`src/rtl/dmem_arbiter.sv`:
```
`default_nettype none
// ============================================================================
// Module   : dmem_arbiter
// Purpose  : Shares one 8-bit synchronous data-memory port between the
//            pipeline MEM stage (port 0) and the loader (port 1). Each 16-bit
//            access is split into little-endian byte cycles; loads are
//            zero/sign-extended per access size.
// Config   : DMEM_ARB_RR_EN - round-robin arbitration when defined,
//            fixed priority (port 0 first) otherwise.
// Revision : 1.0 - initial release
// ============================================================================
module dmem_arbiter #(
   parameter int ADDR_W = 16
) (
   input  logic              clk,
   input  logic              rst_n,
   input  logic              p0_req,
   input  logic              p1_req,
   input  logic              p0_we,
   input  logic              p1_we,
   input  logic [1:0]        p0_size,
   input  logic [1:0]        p1_size,
   input  logic [ADDR_W-1:0] p0_addr,
   input  logic [ADDR_W-1:0] p1_addr,
   input  logic [15:0]       p0_wdata,
   input  logic [15:0]       p1_wdata,
   output logic              p0_ack,
   output logic              p1_ack,
   output logic [15:0]       p0_rdata,
   output logic [15:0]       p1_rdata,
   output logic              mem_en,
   output logic              mem_we,
   output logic [ADDR_W-1:0] mem_addr,
   output logic [7:0]        mem_wdata,
   input  logic [7:0]        mem_rdata,
   output logic              busy,
   output logic              grant
);

   typedef enum logic [2:0] {
      S_IDLE = 3'd0,
      S_ACC0 = 3'd1,
      S_ACC1 = 3'd2,
      S_FIN  = 3'd3,
      S_RESP = 3'd4
   } state_t;

   state_t            r_state;
   state_t            w_state_nxt;

   logic              r_grant;
   logic              r_we;
   logic [1:0]        r_size;
   logic [ADDR_W-1:0] r_addr;
   logic [15:0]       r_wdata;
   logic [7:0]        r_lo;
   logic [15:0]       r_p0_rdata;
   logic [15:0]       r_p1_rdata;
   logic              r_p0_ack;
   logic              r_p1_ack;
   logic              r_mem_en;
   logic              r_mem_we;
   logic [ADDR_W-1:0] r_mem_addr;
   logic [7:0]        r_mem_wdata;

   logic              w_any;
   logic              w_pick;
   logic              w_sel_we;
   logic [1:0]        w_sel_size;
   logic [ADDR_W-1:0] w_sel_addr;
   logic [15:0]       w_sel_wdata;
   logic              w_word;
   logic [15:0]       w_load_val;

   assign w_any       = p0_req | p1_req;
   assign w_sel_we    = w_pick ? p1_we    : p0_we;
   assign w_sel_size  = w_pick ? p1_size  : p0_size;
   assign w_sel_addr  = w_pick ? p1_addr  : p0_addr;
   assign w_sel_wdata = w_pick ? p1_wdata : p0_wdata;
   // size 11 behaves as a word access
   assign w_word      = (r_size == 2'b00) || (r_size == 2'b11);

`ifdef DMEM_ARB_RR_EN
   logic r_last;

   // Winner on contention is the port not served last; lone requester wins
   always_comb begin
      w_pick = p1_req;
      if (p0_req && p1_req) w_pick = ~r_last;
   end

   // Last-served port, updated on every grant; reset value favours port 0
   always_ff @(posedge clk or negedge rst_n) begin
      if (!rst_n)                          r_last <= 1'b1;
      else if (r_state == S_IDLE && w_any) r_last <= w_pick;
   end
`else
   // Fixed priority: port 1 wins only while port 0 is not requesting
   always_comb w_pick = ~p0_req;
`endif

   // State register
   always_ff @(posedge clk or negedge rst_n) begin
      if (!rst_n) r_state <= S_IDLE;
      else        r_state <= w_state_nxt;
   end

   // Next-state sequencing: one byte cycle for bytes, two for words
   always_comb begin
      w_state_nxt = r_state;
      case (r_state)
         S_IDLE:  if (w_any) w_state_nxt = S_ACC0;
         S_ACC0:  w_state_nxt = w_word ? S_ACC1 : S_FIN;
         S_ACC1:  w_state_nxt = S_FIN;
         S_FIN:   w_state_nxt = S_RESP;
         S_RESP:  w_state_nxt = S_IDLE;
         default: w_state_nxt = S_IDLE;
      endcase
   end

   // Latch the winning request for the whole transaction
   always_ff @(posedge clk or negedge rst_n) begin
      if (!rst_n) begin
         r_grant <= 1'b0;
         r_we    <= 1'b0;
         r_size  <= 2'b00;
         r_addr  <= '0;
         r_wdata <= 16'h0000;
      end else if (r_state == S_IDLE && w_any) begin
         r_grant <= w_pick;
         r_we    <= w_sel_we;
         r_size  <= w_sel_size;
         r_addr  <= w_sel_addr;
         r_wdata <= w_sel_wdata;
      end
   end

   // Registered memory command for the state being entered
   always_ff @(posedge clk or negedge rst_n) begin
      if (!rst_n) begin
         r_mem_en    <= 1'b0;
         r_mem_we    <= 1'b0;
         r_mem_addr  <= '0;
         r_mem_wdata <= 8'h00;
      end else begin
         case (w_state_nxt)
            S_ACC0: begin
               // ACC0 is only entered from IDLE, so the request is not latched yet
               r_mem_en    <= 1'b1;
               r_mem_we    <= w_sel_we;
               r_mem_addr  <= w_sel_addr;
               r_mem_wdata <= w_sel_wdata[7:0];
            end
            S_ACC1: begin
               r_mem_en    <= 1'b1;
               r_mem_we    <= r_we;
               r_mem_addr  <= r_addr + ADDR_W'(1);
               r_mem_wdata <= r_wdata[15:8];
            end
            default: begin
               r_mem_en <= 1'b0;
               r_mem_we <= 1'b0;
            end
         endcase
      end
   end

   // Final load value formed from the last returned byte and the saved low byte
   always_comb begin
      w_load_val = {mem_rdata, r_lo};
      case (r_size)
         2'b01:   w_load_val = {8'h00, mem_rdata};
         2'b10:   w_load_val = {{8{mem_rdata[7]}}, mem_rdata};
         default: w_load_val = {mem_rdata, r_lo};
      endcase
   end

   // Capture read bytes; only loads update the granted port's result
   always_ff @(posedge clk or negedge rst_n) begin
      if (!rst_n) begin
         r_lo       <= 8'h00;
         r_p0_rdata <= 16'h0000;
         r_p1_rdata <= 16'h0000;
      end else begin
         if (r_state == S_ACC1 && !r_we) r_lo <= mem_rdata;
         if (r_state == S_FIN && !r_we) begin
            if (r_grant) r_p1_rdata <= w_load_val;
            else         r_p0_rdata <= w_load_val;
         end
      end
   end

   // One-cycle ack pulse, high during RESP on the granted port
   always_ff @(posedge clk or negedge rst_n) begin
      if (!rst_n) begin
         r_p0_ack <= 1'b0;
         r_p1_ack <= 1'b0;
      end else begin
         r_p0_ack <= (r_state == S_FIN) && !r_grant;
         r_p1_ack <= (r_state == S_FIN) &&  r_grant;
      end
   end

   assign p0_ack    = r_p0_ack;
   assign p1_ack    = r_p1_ack;
   assign p0_rdata  = r_p0_rdata;
   assign p1_rdata  = r_p1_rdata;
   assign mem_en    = r_mem_en;
   assign mem_we    = r_mem_we;
   assign mem_addr  = r_mem_addr;
   assign mem_wdata = r_mem_wdata;
   assign busy      = (r_state != S_IDLE);
   assign grant     = r_grant;

endmodule
`default_nettype wire
```
`config.mk`:
```
export PLATFORM = sky130hd
export DESIGN_NAME = dmem_arbiter
export DESIGN_NICKNAME = d
export VERILOG_FILES = /design/src/rtl/dmem_arbiter.sv
export SDC_FILE = /design/constraint.sdc
export NUM_CORES = 1
export LEC_CHECK = 0
export CAP_MARGIN = 25
export CORE_MARGIN = 3
export CORE_UTILIZATION = 42
export DETAILED_ROUTE_END_ITERATION = 10
export PLACE_DENSITY = 0.73
export SETUP_SLACK_MARGIN = 0.2
export SKIP_CTS_REPAIR_TIMING = 1
export SYNTH_ARGS = -nofsm -noshare
export SYNTH_HDL_FRONTEND = slang
export SYNTH_SLANG_ARGS = --single-unit
```
`constraint.sdc`:
```
create_clock -name clk -period 2.3 [get_ports clk]
set_clock_uncertainty 0.15 [all_clocks]
set_input_delay 0.69 -clock clk [delete_from_list [all_inputs] [get_ports clk]]
set_output_delay 0.69 -clock clk [all_outputs]
set_load 0.02 [all_outputs]
```
==> flow_summary_export.csv, run 1 <==
group,metric,value,unit
outcome,outcome,"complete, no violations",
critical_path,start_kind,"flip-flop",
finish,num-nets-final,691,
pwr,vdd_drop_max,0.799,mV
sta,setup_viol,0,
critical_path,crit_arrival,1.29,ns
clock_network,cts_made_buffers,9,
finish,final_cells,747,
sta,finalHoldWorstSlack,0.216,ns
synthesis,synth_area,4680,µm²
synthesis,synth_edf_count,0,
global_routing,grt_usage,0.191,
critical_path,worstPathRequired,1.46,ns
place,dp_hpwl,8790,µm
finish,antenna_cells,0,
sta,worstMarginPinSlew,0.596,ns
critical_path,path_class,"reg2out",
drt,met2_length,5830,µm
global_routing,grt_overflow,0,
floorplan,die-area,12400,µm²
pwr,p_leak,3.43,nW
synthesis,syn-num-nets,541,
drt,wl_met1,5280,µm
sta,period_share,0.927,
floorplan,initial_core_util,0.443,
pwr,p_sw_frac,0.415,
global_routing,antenna_found_initial,0,
drt,drt_iter0_markers,189,
drt,vias_per_cell,5.40,
sta,finalHoldViolations,0,
critical_path,crit_fanout,2,
finish,layout-drive-gt1-share,0.113,
clock_network,cts.clk_slew.worst_paths,0.10,ns
synthesis,syn_avg_cell_area,10.3,µm²
drt,wl_met3,740,µm
pwr,fin_total_pwr,9.29,mW
critical_path,cp-end-kind,"output port",
sta,rsz0062_at_grt,"yes",
place,port_buffers,143,
drt,post_drt_wl_per_cell,16.1,µm
synthesis,ys_top_cells_by_area,"dfrtp_1, nor2_1, nand2_1, mux2i_1, a21oi_1",
sta,layout_min_cycle_time,2.13,ns
run,cap_violations,0,
clock_network,clk_latency,0.35,ns
drt,routed_wl,12000,µm
place,gp_congestion,0.859,
synthesis,ys_async_sr_fraction,1.00,
drt,vias,4032,
min_path,worstHoldPathType,"in2async",
pwr,seqPwrFrac,0.346,
synthesis,synth_top_area_frac,0.530,
drt,drc_errors,0,
pwr,power_density,1380,nW/µm²
floorplan,fp.dieW,112,µm
synthesis,yosysSeqAreaShare,0.530,
clock_network,numClockSinks,99,
clock_network,clockBufferDepth,2,
sta,fin_setup_tns,0,ns
pwr,combPwrFrac,0.533,
synthesis,syn_inst,456,
floorplan,num_io_pins,144,
synthesis,synth_top_area_cell,"dfrtp_1",
synthesis,synthMostInstantiatedCell,"dfrtp_1",
floorplan,die_h,112,µm
global_routing,grt_pass1_wl,19600,µm
clock_network,root_buffer,"clkbuf_8",
sta,fmax,0.469,GHz
pwr,pwr-share-clk,0.121,
synthesis,yosysUniqueCellTypes,53,
global_routing,grt_max_degree,100,
drt,ant_nets,0,
synthesis,yosys_register_bits,99,
floorplan,rows,37,
sta,relSlewSlack,0.601,
synthesis,ys.flop_type,"dfrtp_1",
place,placed_cells,731,
drt,top_layer,"met4",
floorplan,coreArea,10600,µm²
sta,finalMaxSlewViolations,0,
clock_network,cts_tree,"built",
pwr,p_int,5.43,mW
synthesis,synth_common_cells,"dfrtp_1, nor2_1, nand2_1",
global_routing,grt_pass1_vias,3962,
clock_network,htree_levels,3,
drt,first_pass_iters,4,
finish,syn2layout_area_growth,43.9,%
pwr,power_switching,3.86,mW
synthesis,yosys_warnings,0,
## path summary, 6_finish.rpt
kind	startpoint	endpoint	slack [ns]	depth (start not counted)
max in group asynchronous	rst_n	mem_addr[11]	1.37	2
setup reg to reg	r_addr[2]	mem_addr[15]	0.37	4
setup / recovery	r_state[2]	busy	0.17	3
hold reg to reg	p1_rdata[0]	p1_rdata[0]	0.33	2
hold / removal	rst_n	p1_rdata[8]	0.22	2
min in group clk	p1_rdata[0]	p1_rdata[0]	0.33	2
## registers in the layout, indices dropped and copies added (netlist names), 2 cells and up
name and count:
r_size 2, r_lo 8, r_wdata 8, r_addr 16, mem_addr 16, mem_wdata 8, p0_rdata 16, r_state 3
p1_rdata 16
## layer usage
layer  global-route usage  vias up
met2                0.297      151
met4               0.0649        0
li1                     -     1925
met3               0.0462       19
met1                0.264     1937
met5                    0        -
## cell families after synthesis
logic type / after synthesis / share of synthesized area
AOI/OAI and AO/OA: 134 / 0.192
adders and majority gates: 3 / 0.00803
DFF: 99 / 0.530
buffers and inverters: 43 / 0.0476
and+or+nand+nor: 140 / 0.145
muxes: 23 / 0.0514
xor gates and xnor gates: 14 / 0.0262
## critical path: stages, from the launching register on
cell and delay (ns):
dfrtp_1 0.43, nor3_4 0.24, inv_2 0.06, dlymetal6s2s_1 0.21
## final cells by class
cell class	instances	area [µm²]
clock inverter	6	71.3
multi-input combinational	314	1990
sequential	99	2480
timing repair buffer	170	1840
fill	853	3830
inverter	12	45.0
tap	136	170
clock buffer	10	128
## cell usage in the layout (no fill, tap or decap), types with 2 or more instances in the layout
| master | instances |
|---|---|
| mux2_2 | 8 |
| o31ai_1 | 9 |
| nor3_1 | 3 |
| o21a_1 | 2 |
| a211oi_1 | 9 |
| o211ai_1 | 2 |
| o22ai_1 | 8 |
| a22oi_1 | 17 |
| dfrtp_1 | 99 |
| xnor2_1 | 6 |
| inv_6 | 2 |
| clkinvlp_4 | 2 |
| nor4_1 | 5 |
| o21ai_1 | 10 |
| dlymetal6s2s_1 | 62 |
| clkbuf_8 | 9 |
| buf_4 | 23 |
| a221o_1 | 9 |
| o21ai_2 | 5 |
| nor3_4 | 2 |
| o221ai_1 | 2 |
| a21oi_1 | 27 |
| xor2_1 | 8 |
| nand3_1 | 7 |
| buf_12 | 5 |
| mux2i_1 | 15 |
| a31oi_1 | 2 |
| nor2_1 | 54 |
| clkdlybuf4s50_1 | 79 |
| inv_1 | 11 |
| nor2b_1 | 9 |
| ha_1 | 3 |
| o21ai_0 | 16 |
| nand2_1 | 44 |
| a21o_1 | 11 |
| nand4_1 | 2 |
## power by group through the flow
stage / combinational (mW) / sequential, mW / clock (mW)
after floorplan: 2.40 / 3.75 / 0
after detailed placement: 5.07 / 3.26 / 0
after global placement: 4.93 / 3.25 / 0
after CTS: 5.08 / 3.24 / 1.16
final: 4.95 / 3.21 / 1.13
after global routing: 5.41 / 3.33 / 1.23
## metrics by stage
step,util,setup WS [ns],area [µm²]
finish,0.637,0.167,6730
global route,0.637,0.0817,6730
CTS,0.622,-0.214,6570
detailed placement,0.603,-0.266,6370
global placement,0.603,-0.245,6370
floorplan,-,0.403,4680
Power figures use the tool's default switching activity.
==> inputs of run 2 (changes only) <==
CTS_BUF_LIST = sky130_fd_sc_hd__clkbuf_16   (was default)
==> flow_summary_export.csv, run 2 (synthesis results as in run 1) <==
group,metric,value,unit
outcome,outcome,"complete, no violations",
clock_network,root_buffer,"clkbuf_16",
floorplan,fp.dieW,112,µm
clock_network,htree_levels,3,
critical_path,cp-end-kind,"output port",
place,postPlaceCellArea,6370,µm²
global_routing,grt_overflow,0,
finish,num-nets-final,691,
global_routing,grt_pass1_wl,19700,µm
critical_path,r2r_setup_slack,0.36,ns
floorplan,rows,37,
floorplan,die-area,12400,µm²
place,dp_hpwl,8790,µm
finish,layout_commonest_cell,"dfrtp_1",
sta,setup_viol,0,
floorplan,num_io_pins,144,
sta,relSlewSlack,0.613,
global_routing,grt_pass1_vias,3991,
place,gp_congestion,0.859,
sta,fin_setup_tns,0,ns
drt,drc_errors,0,
critical_path,r2r-start,"r_size[0]",
drt,routed_wl,12100,µm
pwr,p_leak,3.48,nW
sta,worstMarginPinSlew,0.579,ns
drt,ant_nets,0,
finish,syn2layout_area_growth,46.2,%
sta,layout_min_cycle_time,2.10,ns
critical_path,ff2ff_path_depth,7,
drt,post_drt_wl_per_cell,16.2,µm
clock_network,cts_made_buffers,9,
finish,layout-drive-gt1-share,0.113,
critical_path,crit_fanout,2,
critical_path,crit_family,"flip-flops",
pwr,power_density,1420,nW/µm²
critical_path,max_stage_delay,0.42,ns
sta,rsz0062_at_grt,"yes",
drt,drt_iter0_markers,198,
sta,period_share,0.914,
critical_path,path_cells,"nor3_4 -> inv_2 -> dlymetal6s2s_1",
floorplan,coreArea,10600,µm²
drt,vias,4068,
place,port_buffers,143,
min_path,worstHoldPathType,"in2async",
clock_network,clk_latency,0.33,ns
drt,vias_per_cell,5.45,
critical_path,cp_slowest_cell,"dfrtp_1",
clock_network,cts_tree,"built",
clock_network,numClockSinks,99,
critical_path,start_kind,"flip-flop",
sta,finalMaxSlewViolations,0,
sta,fmax,0.476,GHz
pwr,vdd_drop_max,0.758,mV
global_routing,antenna_found_initial,0,
critical_path,critPathBufInv,2,
global_routing,grt_usage,0.192,
finish,fin_area,6840,µm²
clock_network,cts.clk_slew.worst_paths,0.07,ns
finish,antenna_cells,0,
global_routing,grt_max_degree,100,
sta,finalHoldViolations,0,
finish,mostFrequentLayoutCells,"dfrtp_1, clkdlybuf4s50_1, dlymetal6s2s_1",
drt,first_pass_iters,5,
critical_path,crit_arrival,1.26,ns
sta,finalHoldWorstSlack,0.229,ns
floorplan,die_h,112,µm
critical_path,path_class,"reg2out",
critical_path,worstPathRequired,1.46,ns
clock_network,clockBufferDepth,2,
run,cap_violations,0,
critical_path,r2r_end,"p0_rdata[6]",
floorplan,initial_core_util,0.443,
run 2: worst max-delay path by stage:
stage,start,slack [ns],endpoint,depth (start not counted)
2_1_floorplan,p1_req,0.40,mem_addr[3],5
3_3_place_gp,p1_req,-0.25,r_addr[7],5
3_5_place_dp,p1_req,-0.27,r_addr[7],5
4_1_cts,r_state[2],-0.17,busy,3
5_1_grt,r_state[2],0.13,busy,3
6_report,r_state[2],0.20,busy,3
run 2: power breakdown:
group / internal, mW / switching, mW
registers: 2.62 / 0.608
clock network: 0.849 / 0.657
logic: 2.32 / 2.65
total: 5.78 / 3.91
run 2: routing by layer:
| metal | part of all wire | track usage |
|---|---|---|
| met5 | 0 | 0 |
| met4 | 0.016 | 0.0608 |
| met3 | 0.065 | 0.0457 |
| met2 | 0.48 | 0.305 |
| met1 | 0.44 | 0.262 |
run 2: final cells by class:
cell class / count / area, µm²
clock buffer: 9 / 225
clock inverter: 7 / 75.1
fill: 841 / 3720
inverter: 12 / 45.0
multi-input combinational: 314 / 2000
sequential: 99 / 2480
tap: 136 / 170
timing repair buffer: 170 / 1840
run 2: per-stage QoR:
stage	total power, mW	setup WS (ns)	instances	util
global placement	8.18	-0.245	731	0.603
CTS	9.87	-0.169	747	0.632
global route	10.4	0.127	747	0.648
detailed placement	8.33	-0.266	731	0.603
finish	9.69	0.198	747	0.648
floorplan	6.15	0.403	456	-
